### src/rtl/alu_issue_q.sv


module alu_issue_q #(
  parameter int WIDTH = 32,
  parameter int DEPTH = 4
) (
  input  logic                       clk,
  input  logic                       rst,
  input  logic                       in_valid,
  output logic                       in_ready,
  input  logic [WIDTH-1:0]           in_a,
  input  logic [WIDTH-1:0]           in_b,
  input  logic                       in_sign,
  output logic [WIDTH-1:0]           x,
  output logic [WIDTH-1:0]           y,
  output logic                       sign,
  input  logic [WIDTH-1:0]           z,
  output logic                       out_valid,
  input  logic                       out_ready,
  output logic [WIDTH-1:0]           out_res,
  output logic [$clog2(DEPTH):0]     count
);
  localparam int AW = $clog2(DEPTH);
  localparam int CW = AW + 1;

  typedef struct packed {
    logic [WIDTH-1:0] a;
    logic [WIDTH-1:0] b;
    logic             sign;
  } entry_t;

  entry_t          mem [DEPTH];
  logic [AW-1:0]   wr_ptr, rd_ptr;
  logic            push, pop, empty;
  entry_t          head;

  assign empty    = (count == '0);
  // No full-cycle bypass: a pop in the same cycle does not open a slot.
  assign in_ready = (count < CW'(DEPTH));
  assign push     = in_valid && in_ready;
  assign pop      = !empty && (!out_valid || out_ready);

  assign head = empty ? '0 : mem[rd_ptr];
  assign x    = head.a;
  assign y    = head.b;
  assign sign = head.sign;

  // Storage is deliberately left out of reset; occupancy alone defines validity.
  always_ff @(posedge clk) begin
    if (!rst && push) mem[wr_ptr] <= '{a: in_a, b: in_b, sign: in_sign};
  end

  always_ff @(posedge clk) begin
    if (rst) begin
      wr_ptr    <= '0;
      rd_ptr    <= '0;
      count     <= '0;
      out_valid <= 1'b0;
      out_res   <= '0;
    end else begin
      if (push) wr_ptr <= wr_ptr + AW'(1);
      if (pop) begin
        rd_ptr    <= rd_ptr + AW'(1);
        out_res   <= z;
        out_valid <= 1'b1;
      end else if (out_ready && out_valid) begin
        out_valid <= 1'b0;
      end
      case ({push, pop})
        2'b10:   count <= count + CW'(1);
        2'b01:   count <= count - CW'(1);
        default: count <= count;
      endcase
    end
  end
endmodule

### config.mk
export PLATFORM = sky130hd
export DESIGN_NAME = alu_issue_q
export DESIGN_NICKNAME = d
export VERILOG_FILES = /design/src/rtl/alu_issue_q.sv
export SDC_FILE = /design/constraint.sdc
export NUM_CORES = 1
export LEC_CHECK = 0
export ABC_AREA = 0
export ABC_CLOCK_PERIOD_IN_PS = 3300
export BUFFER_PORTS_ARGS = -buffer_cell sky130_fd_sc_hd__buf_2
export CAP_MARGIN = 20
export CORE_MARGIN = 4
export CORE_UTILIZATION = 50
export CTS_CLUSTER_SIZE = 25
export DETAILED_ROUTE_END_ITERATION = 8
export GPL_ROUTABILITY_DRIVEN = 1
export PLACE_DENSITY = 0.84
export SLEW_MARGIN = 20
export SYNTH_ARGS = -nofsm -noshare
export SYNTH_HDL_FRONTEND = slang
export SYNTH_SLANG_ARGS = --single-unit
### constraint.sdc
create_clock -name clk -period 3.3 [get_ports clk]
set_input_delay 0.165 -clock clk [delete_from_list [all_inputs] [get_ports clk]]
set_output_delay 0.165 -clock clk [all_outputs]
set_load 0.05 [all_outputs]
Yosys cells after proc, flatten, opt, wreduce, memory -nomap -nowiden
Memories as Yosys holds them, arrays and structs flattened. A register that Yosys moved wholly into a read port is not among the register bits.
Index checks and enable logic that the tools add are counted.
{"block": "word_totals", "ram_bits": 260, "output_inout_bits": 102, "memories": 1, "in_bits": 101, "wordCells": 32, "ff_bits": 40}
{"name": "mem", "depth": 4, "word_bits": 65, "read_ports": 1, "rd_clocked_by_memory_dff": 1, "write_ports": 1, "line_no": "32", "rtl": "entry_t mem [DEPTH];"}
{"block": "op_classes", "order_cmp": 1, "n_addsub": 4, "reduce_logical": 11, "eq_ne": 2, "n_mux": 8}
{"operator": "two-way mux 65 bit", "count": 1}
{"operator": "case mux 3 bit (2 select lines)", "count": 1}
{"operator": "adder 2 x 1 -> 2 bit (second input constant)", "count": 2}
{"operator": "logical AND 1 bit", "count": 4}
{"operator": "two-way mux 1 bit", "count": 4}
{"operator": "two-way mux 2 bit", "count": 2}
{"operator": "nonzero test 2 bit", "count": 2}
{"operator": "adder 3 x 1 -> 3 bit (second input constant)", "count": 1}
{"operator": "logical NOT 1 bit", "count": 3}
{"operator": "logical NOT 3 bit", "count": 1}
{"operator": "less-than comparator 3 bit (second input constant)", "count": 1}
{"operator": "subtractor 3 x 1 -> 3 bit (second input constant)", "count": 1}
{"operator": "equality test 2 x 1 -> 1 bit (second input constant)", "count": 1}
{"operator": "equality test 2 bit (second input constant)", "count": 1}
{"operator": "logical OR 1 bit", "count": 1}

Logic depth before layout (Yosys ltp)
Gate-level depths: netlist of run 1.
{"block": "logic_depth", "ltp_word": 5, "depth_mapped": 8, "ltp_nobuf": 8}

Worst setup path before layout of run 1
Ideal clock, no wire load.
{"block": "synth_path", "path_type": "register -> register", "startpoint": "reg count[2]", "endpoint": "mem mem[0][0] in the netlist's numbering (enable)", "n_path_buf": 0, "arrival_ns": 2.588, "setup_slack_ns": 0.282, "path_stages_with_launch": 5, "required_time_ns": 2.870, "setup_time_ns": 0.430, "synth_period_minus_slack_ns": 3.018, "cell_sequence": "dfxtp_1 > nor2b_1 > inv_1 > nor2_1 > and2_1"}
{"block": "synth_between", "elab_chain_len": 5}
{"item": "from (decl)", "line_no": "21", "rtl": "output logic [$clog2(DEPTH):0] count"}
{"item": "from (signal assigned)", "line_no": "70", "rtl": "2'b10: count <= count + CW'(1);"}
{"item": "from (signal assigned)", "line_no": "71", "rtl": "2'b01: count <= count - CW'(1);"}
{"item": "from (signal assigned)", "line_no": "72", "rtl": "default: count <= count;"}
{"item": "less-than comparator 3 bit", "line_no": "39", "rtl": "assign in_ready = (count < CW'(DEPTH));"}
{"item": "logical AND 1 bit", "line_no": "40", "rtl": "assign push = in_valid && in_ready;"}
{"item": "logical AND 1 bit", "line_no": "50", "rtl": "if (!rst && push) mem[wr_ptr] <= '{a: in_a, b: in_b, sign: in_sign};"}
{"item": "two-way mux 1 bit", "line_no": "50"}
{"item": "two-way mux 1 bit (not written as such)", "line_no": "50"}
{"item": "to (decl)", "line_no": "32"}
Every way passes these cells.

==> reports/results.ini, run 1 <==
[logic_synthesis]
ys_seq_area_share_pct=74.5
synthCells=614
netlist_area_um2=11600
synth_nets=721
ys_types=27
ys_warn_count=0
syn_avg_cell_area_um2=18.9
synth-seq-cells=302

[die]
dieArea_um2=25700
die_w_um=160
top_level_ports=203
die_y_um=160
rows=55
fp.coreArea_um2=22700
initial_core_util_pct=51.1

[critical_path]
ff2ff_path_depth=5
r2r_setup_slack_ns=1.11
crit_path_end_kind=output port
rr_startpoint=count[2]
worstReg2RegEnd=mem[2][38]
crit_path_start_kind=register
path_class=register to output port
crit_fanout=19
crit_required_ns=3.13
cp.arrival_ns=2.47

[placed_design]
placedCellCount=1074
dpl_cell_area_um2=13000
io_buffer_count=202
dp_hpwl_um=14200
globalplace.congestion=0.807
dp_worst_setup_slack_ns=1.09

[timing]
finalClockSkew_ns=0.0122
rsz0062_at_grt=false
fin_hold_ws_ns=0.107
tns_ns=0
clock.fmax_mhz=379
max-slew-margin-rel_pct=48.8
post-route-period-util_pct=79.9
timing_hold_violations_final=0
tightest_slew_ns=0.768
fin_ws_ns=0.664
setup_violations=0
fin_crit_ns=2.64
maxSlewViolCount=0

[layout]
fill_cells=1479
layout.cells.non_filler=1222
postLayoutCoreUtil_pct=65.8
final_nets=1025
diodes=0
area_delta_synth_final_pct=28.6
multiInputGateArea_um2=2740
final_area_um2=14900
seqCellArea_um2=8660
final_cell_mix=edfxtp_1 (260), buf_2 (202), dlygate4sd3_1 (97), nor2b_1 (68), mux4_2 (65)
mostFrequentLayoutCell=edfxtp_1
drive_above_1_share_pct=35.5

[clock_tree]
tritoncts=yes
clk_latency_ns=0.53
clk_pin_slew_ns=0.06
clk_path_buf_depth=3
holdBufCountCts=97
cts_resized=0
post_cts_buffers=0
clockRootBuffer=clkbuf_16
cts_buffers=30
htreeDepth=1
cts_num_sinks=302

[min_path]
hp-start=in_valid
hold_class=input pin to register
hold_path_depth=4
holdPathEnd=wr_ptr[1]

[global_route]
grt_first_pass_wirelength_um=39500
antenna_found_initial=0
grt_pass1_vias=7189
track_usage_pct=19.3
grt_remaining_overflow=0
grt_max_degree=132

[pwr]
switching_share_pct=38.6
p_int_mw=8.13
finalPower_mw=13.2
p_leak_nw=5.33
power.switching_mw=5.11
pwr-share-comb_pct=38.4
power_per_cell_area_nw_per_um2=886
seqPwrFrac_pct=35.7
ir_drop_v=0.000685
power_frac_clock_pct=25.9

[run_status]
status=complete, no violations

[drt]
drc=0
drt_iter0_drc=612
wl_um=25100
num_vias=6666
drt-vias-per-instance=5.45
drtAntennaViolNets=0
wl_per_cell_um=20.6
drt_first_pass_iters=5

[run]
max_cap_viol_count=0

[flip-flops by register name, summed over array words and instances, names as in the netlist, named ones only]
| signal | count |
|---|---|
| mem | 260 |
| out_res | 32 |
| count | 3 |
| rd_ptr | 2 |
| wr_ptr | 2 |
| out_valid | 1 |
[layout make-up]
class | count | share of cell area (%)
clock inverter | 15 | 1.38
tap | 285 | 2.39
sequential | 302 | 58.0
multi-input combinational | 265 | 18.3
clock buffer | 36 | 5.32
timing repair buffer | 312 | 14.4
inverter | 7 | 0.176
[routing by layer]
layer / wire [um] / up-vias / share of wire (%) / global-route usage [%]
met5: 0 / - / 0 / 0
met4: 465 / 0 / 1.9 / 4.61
met3: 1580 / 35 / 6.3 / 3.57
met2: 13200 / 260 / 52 / 34.5
met1: 9900 / 3356 / 39 / 24.6
li1: - / 3015 / - / -
[power groups by stage]
stage	Combinational [mW]	Clock (mW)	Sequential (mW)
floorplan	3.53	0	5.13
global placement	4.94	0	4.79
detailed placement	4.99	0	4.81
CTS	5.10	3.50	4.73
global route	5.35	3.67	4.77
finish	5.09	3.42	4.72
[synth_stat cells]
master,instances,area (um^2)
nor3b_1,1,7.51
nor2_1,8,30.0
mux2_2,2,22.5
buf_1,2,7.51
xor2_1,2,17.5
a21oi_1,36,180
dfxtp_1,42,841
edfxtp_1,260,7810
and2_1,4,25.0
nand2b_1,1,6.26
buf_2,12,60.1
xnor2_1,1,8.76
mux2_1,1,11.3
clkbuf_1,19,71.3
o21ai_1,11,55.1
buf_4,1,7.51
nor2b_1,69,432
ha_1,5,62.6
inv_1,7,26.3
fa_1,1,20.0
nor3_4,1,16.3
buf_6,6,67.6
nand3b_1,32,240
o21ai_0,22,110
or3_1,1,6.26
nand2_1,2,7.51
mux4_2,65,1460
[cell families (layout without fill, tap and decap cells)]
group / after synthesis / after routing / synth area share [%]
and+or+nand+nor: 119 / 119 / 6.64
buffers and inverters: 47 / 370 / 2.07
adders and majority gates: 6 / 6 / 0.711
DFF: 302 / 302 / 74.5
muxes: 68 / 68 / 12.9
xor gates and xnor gates: 3 / 3 / 0.226
AOI/OAI and AO/OA: 69 / 69 / 2.97
[worst max-delay path, stage by stage, from the launching register on]
cell     delay [ns]
dfxtp_4        0.61
buf_4          0.37
mux4_2         0.55
nor2b_1        0.16
buf_2          0.24
[worst max-delay path by stage]
stage | end | startpoint | slack, ns
after floorplan | mem[0][0] | count[2] | 0.28
after global placement | mem[2][53] | count[2] | 1.16
after detailed placement | mem[2][39] | count[2] | 1.09
after CTS | x[21] | register | 0.57
after global routing | x[21] | register | 0.52
final | x[21] | register | 0.66
Power figures use the tool's default switching activity.
==> run 2, diff against run 1 <==
--- a/config.mk
+++ b/config.mk
@@ -6,7 +6,7 @@
 export NUM_CORES = 1
 export LEC_CHECK = 0
 export ABC_AREA = 0
-export ABC_CLOCK_PERIOD_IN_PS = 3300
+export ABC_CLOCK_PERIOD_IN_PS = 2300
 export BUFFER_PORTS_ARGS = -buffer_cell sky130_fd_sc_hd__buf_2
 export CAP_MARGIN = 20
 export CORE_MARGIN = 4
@@ -14,7 +14,7 @@
 export CTS_CLUSTER_SIZE = 25
 export DETAILED_ROUTE_END_ITERATION = 8
 export GPL_ROUTABILITY_DRIVEN = 1
-export PLACE_DENSITY = 0.84
+export PLACE_DENSITY = 0.87
 export SLEW_MARGIN = 20
 export SYNTH_ARGS = -nofsm -noshare
 export SYNTH_HDL_FRONTEND = slang
==> constraint.sdc (replaced) <==
create_clock -name clk -period 2.3 [get_ports clk]
set_input_delay 0.115 -clock clk [delete_from_list [all_inputs] [get_ports clk]]
set_output_delay 0.115 -clock clk [all_outputs]
set_load 0.05 [all_outputs]
==> run 2 against run 1 <==
Largest cell class unchanged. Setup slack got worse by 0.61 ns. Power grew 46%. Clock-buffer cell count is the same. Critical endpoint is now x[1]. Critical path type unchanged.
==> reports/results.ini, run 2 (synthesized netlist as in run 1, its figures left out) <==
[placed_design]
dp_hpwl_um=14400  ; was 14200 um
globalplace.congestion=0.791  ; was 0.807
dpl_cell_area_um2=13000  ; about the same
io_buffer_count=202  ; unchanged

[layout]
fill_cells=1445  ; was 1479
final_nets=1039  ; was 1025
mostFrequentLayoutCell=edfxtp_1  ; unchanged
largest_reg_flops=260  ; unchanged
area_delta_synth_final_pct=30.8  ; was 28.6%
diodes=0  ; unchanged
drive_above_1_share_pct=36.4  ; was 35.5%
postLayoutCoreUtil_pct=66.9  ; was 65.8%
reg.largest.list=mem: 260 flops, out_res: 32 flops, count: 3 flops  ; unchanged
final_area_um2=15200  ; was 14900 um^2
final_cell_mix=edfxtp_1 (260), buf_2 (185), dlygate4sd3_1 (97), nor2b_1 (68), mux4_2 (65)  ; was edfxtp_1 (260), buf_2 (202), dlygate4sd3_1 (97), nor2b_1 (68), mux4_2 (65)
largest-register=mem  ; unchanged

[critical_path]
crit_path_start_kind=register  ; unchanged
path_class=register to output port  ; unchanged
crit_fanout=5  ; was 19
cp.arrival_ns=2.13  ; was 2.47 ns
crit_path_end_kind=output port  ; unchanged
crit_required_ns=2.18  ; was 3.13 ns

[clock_tree]
clk_path_buf_depth=3  ; unchanged
cts_buffers=30  ; unchanged
tritoncts=yes  ; unchanged
clockRootBuffer=clkbuf_16  ; unchanged
clk_pin_slew_ns=0.06  ; about the same
htreeDepth=1  ; unchanged
cts_num_sinks=302  ; unchanged
clk_latency_ns=0.54  ; was 0.53 ns

[drt]
num_vias=6829  ; was 6666
drt-vias-per-instance=5.51  ; was 5.45
drc=0  ; unchanged
drt_first_pass_iters=5  ; unchanged
wl_per_cell_um=21.7  ; was 20.6 um
drt_iter0_drc=689  ; was 612
drtAntennaViolNets=0  ; unchanged
wl_um=26900  ; was 25100 um

[timing]
setup_violations=0  ; unchanged
max-slew-margin-rel_pct=71.8  ; was 48.8%
timing_hold_violations_final=0  ; unchanged
post-route-period-util_pct=97.5
tightest_slew_ns=0.423  ; was 0.768 ns
maxSlewViolCount=0  ; unchanged
clock.fmax_mhz=446
fin_crit_ns=2.24
finalClockSkew_ns=0.00917  ; was 0.0122 ns

[global_route]
antenna_found_initial=0  ; unchanged
grt_remaining_overflow=0  ; unchanged
grt_first_pass_wirelength_um=40700  ; was 39500 um
grt_max_degree=132  ; unchanged
grt_pass1_vias=7203  ; was 7189
track_usage_pct=20.0  ; was 19.3%

[run_status]
status=complete, no violations  ; unchanged

[die]
die_w_um=160  ; unchanged
die_y_um=160  ; unchanged
top_level_ports=203  ; unchanged
rows=55  ; unchanged
fp.coreArea_um2=22700  ; unchanged
dieArea_um2=25700  ; unchanged
initial_core_util_pct=51.1  ; unchanged

[pwr]
p_leak_nw=5.45  ; was 5.33 nW
power_per_cell_area_nw_per_um2=1270  ; was 886 nW/um^2
ir_drop_v=0.00100  ; was 0.000685 V

[min_path]
hold_class=input pin to register  ; unchanged

[run]
max_cap_viol_count=0  ; unchanged

-- run 2: per-stage QoR --
step           TNS [ns]  hold WS (ns)  power, mW  setup WS [ns]  std cells
2_1_floorplan     -1.83         0.214       12.4       -0.00702        614
3_3_place_gp          0         0.327       14.1          0.297       1079
3_5_place_dp          0         0.329       14.2          0.188       1079
4_1_cts        -0.00195       0.00267       19.1       -0.00195       1232
5_1_grt         -0.0242        0.0135       20.1       -0.00572       1240
6_report              0        0.0166       19.3         0.0573       1240
-- run 2: per-layer routing --
layer / share of wire (%) / global-route usage [%]
met1: 39 / 25.2
met2: 52 / 35.9
met3: 6.9 / 3.77
met4: 2.1 / 5.12
met5: 0 / 0
-- run 2: cell type report --
class | count | area (um^2) | area share [%]
Sequential cell | 302 | 8660 | 57.0
Timing Repair Buffer | 326 | 2480 | 16.3
Clock buffer | 36 | 795 | 5.23
Inverter | 7 | 26.3 | 0.173
Multi-Input combinational cell | 265 | 2740 | 18.0
Clock inverter | 19 | 141 | 0.931
Tap cell | 285 | 357 | 2.35
-- run 2: power by group --
group	internal (mW)	leakage (nW)	total, mW	switching [mW]
logic	2.60	2.28	7.98	5.37
registers	6.45	2.71	6.69	0.240
clock network	2.67	0.465	4.63	1.95
total	11.7	5.45	19.3	7.57
-- run 2: timing repair --
action | 4_1_cts | 5_1_grt
endpoints found under the setup margin | 43 | 65
cloned | 1 | 6
hold buffers | 97 | 0
setup buffers | 0 | 2
endpoints found under the hold margin | 292 | 0
resized for setup | 14 | 15
-- run 2: worst paths after layout --
check                                   end  cells after the start  slack [ns]         from
worst max register to register     count[2]                      8        0.16     count[2]
worst min-delay path              wr_ptr[1]                      4        0.02     in_valid
worst max-delay path                   x[1]                      5        0.06     register
worst min register to register  out_res[31]                      2        0.47  out_res[31]
-- run 2: critical path, cell delays in order, from the launching register on --
cell,delay [ns]
dfxtp_4,0.37
buf_12,0.14
clkbuf_16,0.17
mux4_2,0.51
nor2b_1,0.16
buf_2,0.23
